**src/rtl/vga_pkg.sv**
```systemverilog
// Shared VGA timing presets and the sync-window predicate used by the
// vga_timing_gen axis counters.
package vga_pkg;

  localparam int VGA640_H_ACTIVE = 640;
  localparam int VGA640_H_FRONT  = 16;
  localparam int VGA640_H_SYNC   = 96;
  localparam int VGA640_H_BACK   = 48;
  localparam int VGA640_V_ACTIVE = 480;
  localparam int VGA640_V_FRONT  = 10;
  localparam int VGA640_V_SYNC   = 2;
  localparam int VGA640_V_BACK   = 33;
  localparam bit VGA640_HS_POL   = 1'b0;
  localparam bit VGA640_VS_POL   = 1'b0;

  // 800x600@60 (40 MHz pixel clock), positive syncs
  localparam int SVGA800_H_ACTIVE = 800;
  localparam int SVGA800_H_FRONT  = 40;
  localparam int SVGA800_H_SYNC   = 128;
  localparam int SVGA800_H_BACK   = 88;
  localparam int SVGA800_V_ACTIVE = 600;
  localparam int SVGA800_V_FRONT  = 1;
  localparam int SVGA800_V_SYNC   = 4;
  localparam int SVGA800_V_BACK   = 23;
  localparam bit SVGA800_HS_POL   = 1'b1;
  localparam bit SVGA800_VS_POL   = 1'b1;

  function automatic logic in_sync_window(input int unsigned pos,
                                          input int unsigned start,
                                          input int unsigned width);
    return (pos >= start) && (pos < start + width);
  endfunction

endpackage

```
**src/rtl/vga_axis_counter.sv**
```systemverilog
// One VGA axis: wrapping position counter plus active-area and sync-level
// decode for that axis.
module vga_axis_counter
  import vga_pkg::*;
#(
  parameter int ACTIVE = VGA640_H_ACTIVE,
  parameter int FRONT  = VGA640_H_FRONT,
  parameter int SYNC   = VGA640_H_SYNC,
  parameter int BACK   = VGA640_H_BACK,
  parameter bit POL    = 1'b0,
  parameter int W      = $clog2(ACTIVE + FRONT + SYNC + BACK)
) (
  input  logic         clk,
  input  logic         reset_n,
  input  logic         clr,
  input  logic         step,
  output logic [W-1:0] count,
  output logic         wrap,
  output logic         in_active,
  output logic         sync_level
);

  localparam int TOTAL = ACTIVE + FRONT + SYNC + BACK;
  localparam logic [W-1:0] LAST       = W'(TOTAL - 1);
  localparam logic [W-1:0] ACTIVE_END = W'(ACTIVE);

  generate
    if (ACTIVE < 1 || FRONT < 1 || SYNC < 1 || BACK < 1) begin : g_bad_timing
      $error("vga_axis_counter: every timing term must be >= 1");
    end
  endgenerate

  assign wrap = step && (count == LAST);

  always_ff @(posedge clk or negedge reset_n) begin
    if (!reset_n) begin
      count <= '0;
    end else if (clr) begin
      count <= '0;
    end else if (step) begin
      count <= wrap ? '0 : count + W'(1);
    end
  end

  assign in_active  = (count < ACTIVE_END);
  assign sync_level = in_sync_window(32'(count), 32'(ACTIVE + FRONT), 32'(SYNC)) ? POL : ~POL;

endmodule

```
**src/rtl/vga_timing_gen.sv**
```systemverilog
// Parametrised VGA sync generator: pixel divider, h/v counters, registered
// blanked colour and sync outputs, and GPIO output-enable control.
module vga_timing_gen
  import vga_pkg::*;
#(
  parameter int H_ACTIVE = VGA640_H_ACTIVE,
  parameter int H_FRONT  = VGA640_H_FRONT,
  parameter int H_SYNC   = VGA640_H_SYNC,
  parameter int H_BACK   = VGA640_H_BACK,
  parameter int V_ACTIVE = VGA640_V_ACTIVE,
  parameter int V_FRONT  = VGA640_V_FRONT,
  parameter int V_SYNC   = VGA640_V_SYNC,
  parameter int V_BACK   = VGA640_V_BACK,
  parameter bit HS_POL   = VGA640_HS_POL,
  parameter bit VS_POL   = VGA640_VS_POL,
  parameter int RGB_W    = 3,
  parameter int CLK_DIV  = 1,
  parameter int FRAME_W  = 8,
  localparam int H_TOTAL = H_ACTIVE + H_FRONT + H_SYNC + H_BACK,
  localparam int V_TOTAL = V_ACTIVE + V_FRONT + V_SYNC + V_BACK,
  localparam int XW      = $clog2(H_TOTAL),
  localparam int YW      = $clog2(V_TOTAL)
) (
  input  logic               clk,
  input  logic               reset_n,
  input  logic               enable,
  input  logic [RGB_W-1:0]   rgb_in,
  output logic [XW-1:0]      x,
  output logic [YW-1:0]      y,
  output logic               pix_en,
  output logic               line_start,
  output logic               frame_start,
  output logic [FRAME_W-1:0] frame_count,
  output logic               hsync,
  output logic               vsync,
  output logic [RGB_W-1:0]   rgb,
  output logic               display_on,
  output logic               oeb_hs,
  output logic               oeb_vs,
  output logic [RGB_W-1:0]   oeb_rgb
);

  localparam int DW = (CLK_DIV > 1) ? $clog2(CLK_DIV) : 1;
  localparam logic [DW-1:0] DIV_LAST = DW'(CLK_DIV - 1);

  generate
    if (CLK_DIV < 1) begin : g_bad_div
      $error("vga_timing_gen: CLK_DIV must be >= 1");
    end
    if (RGB_W < 1 || RGB_W > 24) begin : g_bad_rgb
      $error("vga_timing_gen: RGB_W must be within 1..24");
    end
    if (FRAME_W < 1) begin : g_bad_frame
      $error("vga_timing_gen: FRAME_W must be >= 1");
    end
  endgenerate

  logic [DW-1:0] div_reg;
  logic          run_reg;
  logic          clr;
  logic          h_wrap, v_wrap;
  logic          h_active, v_active, active;
  logic          h_sync, v_sync;

  assign clr = ~enable;

  // run_reg marks the first enabled clk; the divider only starts counting after it
  always_ff @(posedge clk or negedge reset_n) begin
    if (!reset_n) begin
      run_reg <= 1'b0;
      div_reg <= '0;
    end else if (clr) begin
      run_reg <= 1'b0;
      div_reg <= '0;
    end else begin
      run_reg <= 1'b1;
      if (run_reg) begin
        div_reg <= (div_reg == DIV_LAST) ? '0 : div_reg + DW'(1);
      end
    end
  end

  assign pix_en = run_reg && (div_reg == DIV_LAST);

  vga_axis_counter #(
    .ACTIVE (H_ACTIVE),
    .FRONT  (H_FRONT),
    .SYNC   (H_SYNC),
    .BACK   (H_BACK),
    .POL    (HS_POL),
    .W      (XW)
  ) u_h_axis (
    .clk        (clk),
    .reset_n    (reset_n),
    .clr        (clr),
    .step       (pix_en),
    .count      (x),
    .wrap       (h_wrap),
    .in_active  (h_active),
    .sync_level (h_sync)
  );

  vga_axis_counter #(
    .ACTIVE (V_ACTIVE),
    .FRONT  (V_FRONT),
    .SYNC   (V_SYNC),
    .BACK   (V_BACK),
    .POL    (VS_POL),
    .W      (YW)
  ) u_v_axis (
    .clk        (clk),
    .reset_n    (reset_n),
    .clr        (clr),
    .step       (h_wrap),
    .count      (y),
    .wrap       (v_wrap),
    .in_active  (v_active),
    .sync_level (v_sync)
  );

  assign active      = h_active && v_active;
  assign line_start  = pix_en && (x == '0);
  assign frame_start = line_start && (y == '0);

  always_ff @(posedge clk or negedge reset_n) begin
    if (!reset_n) begin
      frame_count <= '0;
    end else if (enable && v_wrap) begin
      frame_count <= frame_count + FRAME_W'(1);
    end
  end

  // Pipeline stage: decoded from the pre-increment x/y of the current pixel
  always_ff @(posedge clk or negedge reset_n) begin
    if (!reset_n) begin
      hsync      <= ~HS_POL;
      vsync      <= ~VS_POL;
      rgb        <= '0;
      display_on <= 1'b0;
    end else if (clr) begin
      hsync      <= ~HS_POL;
      vsync      <= ~VS_POL;
      rgb        <= '0;
      display_on <= 1'b0;
    end else if (pix_en) begin
      hsync      <= h_sync;
      vsync      <= v_sync;
      rgb        <= active ? rgb_in : '0;
      display_on <= active;
    end
  end

  assign oeb_hs = ~run_reg;
  assign oeb_vs = ~run_reg;

  genvar gi;
  generate
    for (gi = 0; gi < RGB_W; gi++) begin : g_oeb_rgb
      assign oeb_rgb[gi] = ~run_reg;
    end
  endgenerate

endmodule

```
**config.mk**
```make
export PLATFORM = sky130hd
export DESIGN_NAME = vga_timing_gen
export DESIGN_NICKNAME = d
export VERILOG_FILES = /design/src/rtl/vga_pkg.sv /design/src/rtl/vga_axis_counter.sv /design/src/rtl/vga_timing_gen.sv
export SDC_FILE = /design/constraint.sdc
export NUM_CORES = 1
export LEC_CHECK = 0
export ABC_AREA = 1
export BUFFER_PORTS_ARGS = -buffer_cell sky130_fd_sc_hd__buf_2
export CAP_MARGIN = 30
export CORE_UTILIZATION = 40
export CTS_CLUSTER_SIZE = 12
export DETAILED_ROUTE_END_ITERATION = 8
export PLACE_DENSITY_LB_ADDON = 0.25
export SYNTH_ARGS = -nofsm -noshare
export SYNTH_HDL_FRONTEND = slang
export SYNTH_SLANG_ARGS = --single-unit
```
**constraint.sdc**
```tcl
create_clock -name clk -period 1.4 [get_ports clk]
set_input_delay 0.28 -clock clk [delete_from_list [all_inputs] [get_ports clk]]
set_output_delay 0.28 -clock clk [all_outputs]
set_load 0.02 [all_outputs]
```
==> out/qor.txt, run 1 <==
Outcome - finished, violations left
Failing checks - setup timing
Distinct cells, synth - 32
Share of layout cells above drive strength 1 - 40.9%
Cells after Synth - 284
H-tree depth - 2
Max cap viols - 0
Comb pwr share - 14.5%
Tmin final - 1.77 ns
Clock Skew - 0.00943 ns
Top FF cell, synth - dfrtp_1
Pleak - 1.63 nW
Crit path capture type - output port
Nets - 391
Setup Crit Path Kind - flip-flop to output port
Gpl congestion - 0.878
Critical path's largest stage delay - 0.42 ns
Worst setup path endpoint - frame_start
Ys Warns - 0
Seq/Total Area, Yosys - 40.9%
Mapped Area - 2150 um2
DRC Markers - 0
Max VDD drop - 0.547 mV
First-pass GRT wire length - 9180 um
Slowest cell on crit path - dfrtp_2
Area grow syn2layout - 43.3%
Number of routed nets with antenna violations - 0
Total detailed-routing wirelength - 5690 um
Root Driver - clkbuf_8
Slew margin rel. - 69.7%
Clock sink count - 35
Post-synth top area share - 38.4%
1st-iter DRT viols - 111
FF-to-FF End - frame_count[0]
Switching power total - 0.598 mW
Worst-Margin Slew - 0.454 ns
Initial Util - 41.8%
Final Hold Fails - 0
I/O pin count - 48
Slew Limit Fails - 0
Largest registers - u_h_axis.count x10, u_v_axis.count x10, frame_count x8
TritonRoute pass-1 iters - 4
CTS tree - built
Core ar. - 5140 um2
Port Buffers - 47
Sw frac - 27.8%
Per-cell routed wire length - 12.6 um
Flop pwr share - 48.6%
Max Used Layer - met4
Post-Syn Nets - 295
Via-per-instance ratio - 4.86
Initial antenna violation count - 0
Diodes inserted - 0
Biggest area consumer among synthesized cells - dfrtp_1
Final HPWL DP - 4270 um
Post-synth top cells - 75 x nand2_1, 36 x inv_1, 33 x dfrtp_1
Post-CTS Hold Buffers - 0
FMAX - 566 MHz
#FFs+latches synth - 35
# rows - 26
Global route total overflow - 0
Synth async-reset ratio - 100%
Internal power - 1.55 mW
Clk_lat worst skew - 0.30 ns
Via Count - 2191
DIE HEIGHT - 75.3 um
GRT Total Usage - 21.6%
Final setup fails - 28
Worst EP required - 1.12 ns
Die W - 75.3 um
Pre-CTS setup slack - -0.130 ns
Startpoint Class - flip-flop
Period utilization - 126%
Most frequent cell after synthesis - nand2_1
Number of synthesized flops with an enable pin - 0
Power Density - 699 nW/um2
Clock-pin slew on the worst setup and hold paths - 0.08 ns
Reg2Reg Depth - 10
Met2 wire len - 2920 um
Area contributors post-synth - dfrtp_1 38%, nand2_1 13%, inv_1 6.3%, nand3_1 6.1%, nand4_1 4.7%
Critical Path AT - 1.49 ns
Crit-path cells - inv_2 -> ha_4 -> nand4_1 -> nor4_4 -> buf_4
Crit. Startpoint - u_h_axis.count[0]
Reg2reg start - u_h_axis.count[5]
Met3 wire len - 215 um
Final worst slack - -0.367 ns
Met1 Routed Length - 2510 um
Clock power share - 37.0%
RSZ-0062 raised after global routing - true
Vias in the first global route - 2051
CTS Buf Count - 5
R2r setup slk - -0.15 ns
CTS Buffer Depth - 2
Pwr Total - 2.15 mW
Min-Delay Path Class - input pin to async pin
Die footprint - 5670 um2
Largest net degree at the start of global routing - 36
Syn Area/Cell - 7.57 um2
Crit-path max FO - 2
==> worst max-delay path: cells and delay by family (launching register included) <==
kind	cells	cell delay, ns
fa+ha+maj	1	0.12
buf+inv	2	0.26
flops	1	0.42
simple gates	2	0.39
==> worst min-delay path by stage <==
stage | from | endpoint | cells past startpoint | slack [ns]
floorplan | reset_n | display_on | 0 | -0.02
global placement | reset_n | frame_count[7] | 2 | 0.34
detailed placement | reset_n | frame_count[7] | 2 | 0.35
CTS | reset_n | frame_count[7] | 2 | 0.02
global route | reset_n | frame_count[7] | 2 | 0.04
finish | reset_n | frame_count[7] | 2 | 0.0006
==> metal layers <==
layer	track usage (%)	up-vias
met5	0	-
met4	7.41	0
met3	3.97	5
met2	38.1	41
met1	26.6	1039
li1	-	1106
==> power groups by stage <==
stage	registers, mW	clock network, mW	logic [mW]
floorplan	1.09	0	0.117
global placement	1.06	0	0.259
detailed placement	1.06	0	0.264
CTS	1.04	0.814	0.298
global route	1.05	0.847	0.337
finish	1.04	0.795	0.311
==> cells by family after synthesis <==
| group | after synthesis | synth area share (%) |
|---|---|---|
| AO/OA/AOI/OAI | 27 | 7.10 |
| XOR/XNOR | 7 | 2.85 |
| adder cells (fa/ha/maj) | 5 | 2.91 |
| buffers and inverters | 50 | 10.6 |
| flip-flops | 35 | 40.9 |
| multiplexers | 1 | 0.466 |
| AND/OR/NAND/NOR | 159 | 35.2 |
==> per-stage QoR <==
stage	std cells	util, %	TNS (ns)	instance area [um2]	hold WS (ns)
2_1_floorplan	284	-	-0.411	2190	-0.0156
3_3_place_gp	440	54.9	-0.614	2820	0.342
3_5_place_dp	440	54.9	-1.08	2820	0.347
4_1_cts	450	58.7	-2.89	3020	0.0201
5_1_grt	451	59.9	-5.24	3080	0.0394
6_report	451	59.9	-2.88	3080	0.000632
==> layout by cell type, fill, tap and decap left out, drive strengths merged, types with 4 or more instances in the layout <==
| cell | instances |
|---|---|
| xor2 | 4 |
| nand4 | 17 |
| dfrtp | 33 |
| inv | 39 |
| o21ai | 17 |
| clkbuf | 7 |
| ha | 5 |
| nand3 | 28 |
| nor2 | 32 |
| a21oi | 8 |
| nand2 | 78 |
| buf | 99 |
==> layout make-up <==
class	count	area, um2
Clock buffer	7	86.3
Inverter	40	160
Timing Repair Buffer	99	682
Fill cell	506	2060
Sequential cell	35	888
Clock inverter	1	5.00
Multi-Input combinational cell	199	1170
Tap cell	70	87.6
==> repair_timing <==
item | in CTS | in global routing
gates resized for setup | 23 | 20
endpoints found under the hold margin | 0 | 0
setup endpoints to repair | 25 | 33
pin swaps | 4 | 3
setup buffers | 2 | 3
No activity file was read; power rests on OpenSTA's default activity.
==> inputs of run 2 (changes only) <==
==> constraint.sdc (replaced) <==
create_clock -name clk -period 1.4 [get_ports clk]
set_input_delay 0.28 -clock clk [delete_from_list [all_inputs] [get_ports clk]]
set_output_delay 0.28 -clock clk [all_outputs]
set_load 0.01 [all_outputs]
==> run 2 against run 1 <==
Compared with the run above:
- the flow still finishes with violations (setup timing)
- clock power shrank 4.7%
- clock-buffer cell count decreased by 2
- worst setup slack worse by 0.019 ns
- sequential cell count stayed put
- cell area grew 2.3%
- non-clock buffer count rose by 3
- power is 2.7% lower
- routed wire length grew 4.4%
- sequential power about the same
- critical path depth unchanged
- via count increased by 1.8%
- largest cell class unchanged
- highest routed layer unchanged
==> out/qor.txt, run 2 (synthesis results as in run 1) <==
Commonest non-fill, non-tap cell in the layout - nand2_1
Post-DP Area - 2800 um2 (-0.80%)
Final HPWL DP - 4210 um (-1.4%)
Die W - 75.3 um (unchanged)
DRC Markers - 0 (unchanged)
Min-Delay Path Class - input pin to flip-flop
Total detailed-routing wirelength - 5940 um (+4.4%)
Largest net degree at the start of global routing - 36 (unchanged)
Pwr Total - 2.09 mW (-2.7%)
Final worst slack - -0.386 ns (-0.0185 ns)
RSZ-0062 raised after global routing - true
Final core occ - 61.3% (+1.4 points)
Via Count - 2230 (+1.8%)
Tmin final - 1.79 ns (+0.0185 ns)
Root Driver - clkbuf_8
Per-cell routed wire length - 13.1 um (+3.8%)
Crit-path cells - inv_2 -> ha_1 -> nand4_1 -> nor4_4 -> buf_2
Critical path's largest stage delay - 0.39 ns (-0.03 ns)
Power Density - 664 nW/um2 (-4.9%)
Initial antenna violation count - 0 (unchanged)
First-pass GRT wire length - 9850 um (+7.3%)
Reg2Reg Depth - 9 (-1)
Max cap viols - 0 (unchanged)
Share of layout cells above drive strength 1 - 42.2% (+1.2 points)
Clock-pin slew on the worst setup and hold paths - 0.08 ns (about the same)
Crit-path max FO - 2 (unchanged)
Startpoint Class - flip-flop
GRT Total Usage - 22.9% (+1.3 points)
Via-per-instance ratio - 4.91 (+1.1%)
Hold_ws - 0.217 ns (+0.217 ns)
TritonRoute pass-1 iters - 4 (unchanged)
R2r setup slk - -0.11 ns (+0.04 ns)
CTS Buffer Depth - 2 (unchanged)
Port Buffers - 47 (unchanged)
Largest registers - u_h_axis.count x10, u_v_axis.count x10, frame_count x8
Clk_lat worst skew - 0.29 ns (about the same)
Min-delay src - rgb_in[2]
Finished Cell Area - 3150 um2 (+2.3%)
Reg2reg start - u_h_axis.count[5]
Gpl congestion - 0.828 (-5.7%)
Outcome - finished, violations left
CTS tree - built
H-tree depth - 2 (unchanged)
Core ar. - 5140 um2 (unchanged)
Number of routed nets with antenna violations - 0 (unchanged)
Critical Path AT - 1.51 ns (+0.02 ns)
Worst-Margin Slew - 0.225 ns (-0.229 ns)
CTS Buf Count - 5 (unchanged)
Most frequent cells in the layout - 72 x nand2_1, 47 x buf_4, 44 x buf_2, 30 x inv_1, 30 x dfrtp_1
Slew margin rel. - 84.9% (+15 points)
Failing checks - setup timing
I/O pin count - 48 (unchanged)
Diodes inserted - 0 (unchanged)
FMAX - 560 MHz (-1.0%)
Initial Util - 41.8% (unchanged)
Die footprint - 5670 um2 (unchanged)
DIE HEIGHT - 75.3 um (unchanged)
Hold path depth - 3
1st-iter DRT viols - 168 (+51%)
Max VDD drop - 0.535 mV (-2.2%)
Clock sink count - 35 (unchanged)
Slew Limit Fails - 0 (unchanged)
Area grow syn2layout - 46.6%
Clock Skew - 0.00813 ns (-0.00130 ns)
Pleak - 1.65 nW (+0.97%)
Vias in the first global route - 2108 (+2.8%)
Period utilization - 128% (+1.3 points)
End of the worst hold path - rgb[2]
FF-to-FF End - frame_count[4]
Setup Crit Path Kind - flip-flop to output port
# rows - 26 (unchanged)
Slowest cell on crit path - dfrtp_1
Nets - 394 (+0.77%)
Final setup fails - 16 (-43%)
Final Hold Fails - 0 (unchanged)
Global route total overflow - 0 (unchanged)
Crit path capture type - output port
Worst EP required - 1.12 ns (about the same)
==> run 2: cell types whose count changed in the layout (fill, tap and decap cells not counted), moves of 3 or more <==
cell     previous run  this run
a21oi_1             6         3
nor2_4              4         8
dfrtp_2             8         3
nor2_2              7         3
a21oi_2             1         4
dfrtp_1            25        30
==> run 2: worst max path at each step <==
stage / start / to / slack [ns] / depth (start not counted)
2_1_floorplan: u_h_axis.count[0] / frame_count[3] / -0.006 / 8
3_3_place_gp: u_v_axis.count[0] / frame_start / -0.07 / 7
3_5_place_dp: u_v_axis.count[0] / frame_start / -0.08 / 7
4_1_cts: u_v_axis.count[1] / frame_start / -0.36 / 7
5_1_grt: u_h_axis.count[0] / frame_start / -0.47 / 5
6_report: u_h_axis.count[0] / frame_start / -0.39 / 5
==> run 2: timing repair <==
item | 4_1_cts | 5_1_grt
buffers inserted | 7 | 3
endpoints found under the hold margin | 33 | 0
gates resized for setup | 23 | 29
setup endpoints to repair | 14 | 39
pin swaps | 10 | 11
hold buffers | 1 | 0
cloned | 0 | 0
==> run 2: critical path: cells and delay by family (launching register included) <==
kind	cells	cell delay, ns
adders and majority gates	1	0.14
buffers and inverters	2	0.24
DFF	1	0.39
and+or+nand+nor	2	0.44
==> run 2: final cells by class <==
class                   instances  area (um2)
fillers                       517        1990
multi-input cells             199        1230
flip-flops and latches         35         882
repair buffers                102         704
inverters                      40         158
well taps                      70        87.6
clock buffers                   5        68.8
clock inverters                 3        20.0
==> run 2: report_power, final <==
| group | internal, mW | total [mW] | switching (mW) |
|---|---|---|---|
| logic | 0.129 | 0.293 | 0.163 |
| clock network | 0.346 | 0.758 | 0.411 |
| registers | 1.03 | 1.04 | 0.0131 |
| total | 1.51 | 2.09 | 0.588 |
==> run 2: metal layers <==
metal | track usage (%) | vias up | share of wire (%)
met5 | 0 | - | 0
li1 | - | 1114 | -
met4 | 7.61 | 0 | 1.1
met2 | 38.9 | 46 | 52
met3 | 3.44 | 5 | 3.0
met1 | 30.0 | 1065 | 44
==> run 2: stage by stage <==
step	worst slack, ns	TNS (ns)	cells
2_1_floorplan	-0.00553	-0.0411	284
3_3_place_gp	-0.0653	-0.0820	438
3_5_place_dp	-0.0807	-0.235	438
4_1_cts	-0.358	-0.915	454
5_1_grt	-0.469	-3.71	454
6_report	-0.386	-1.49	454
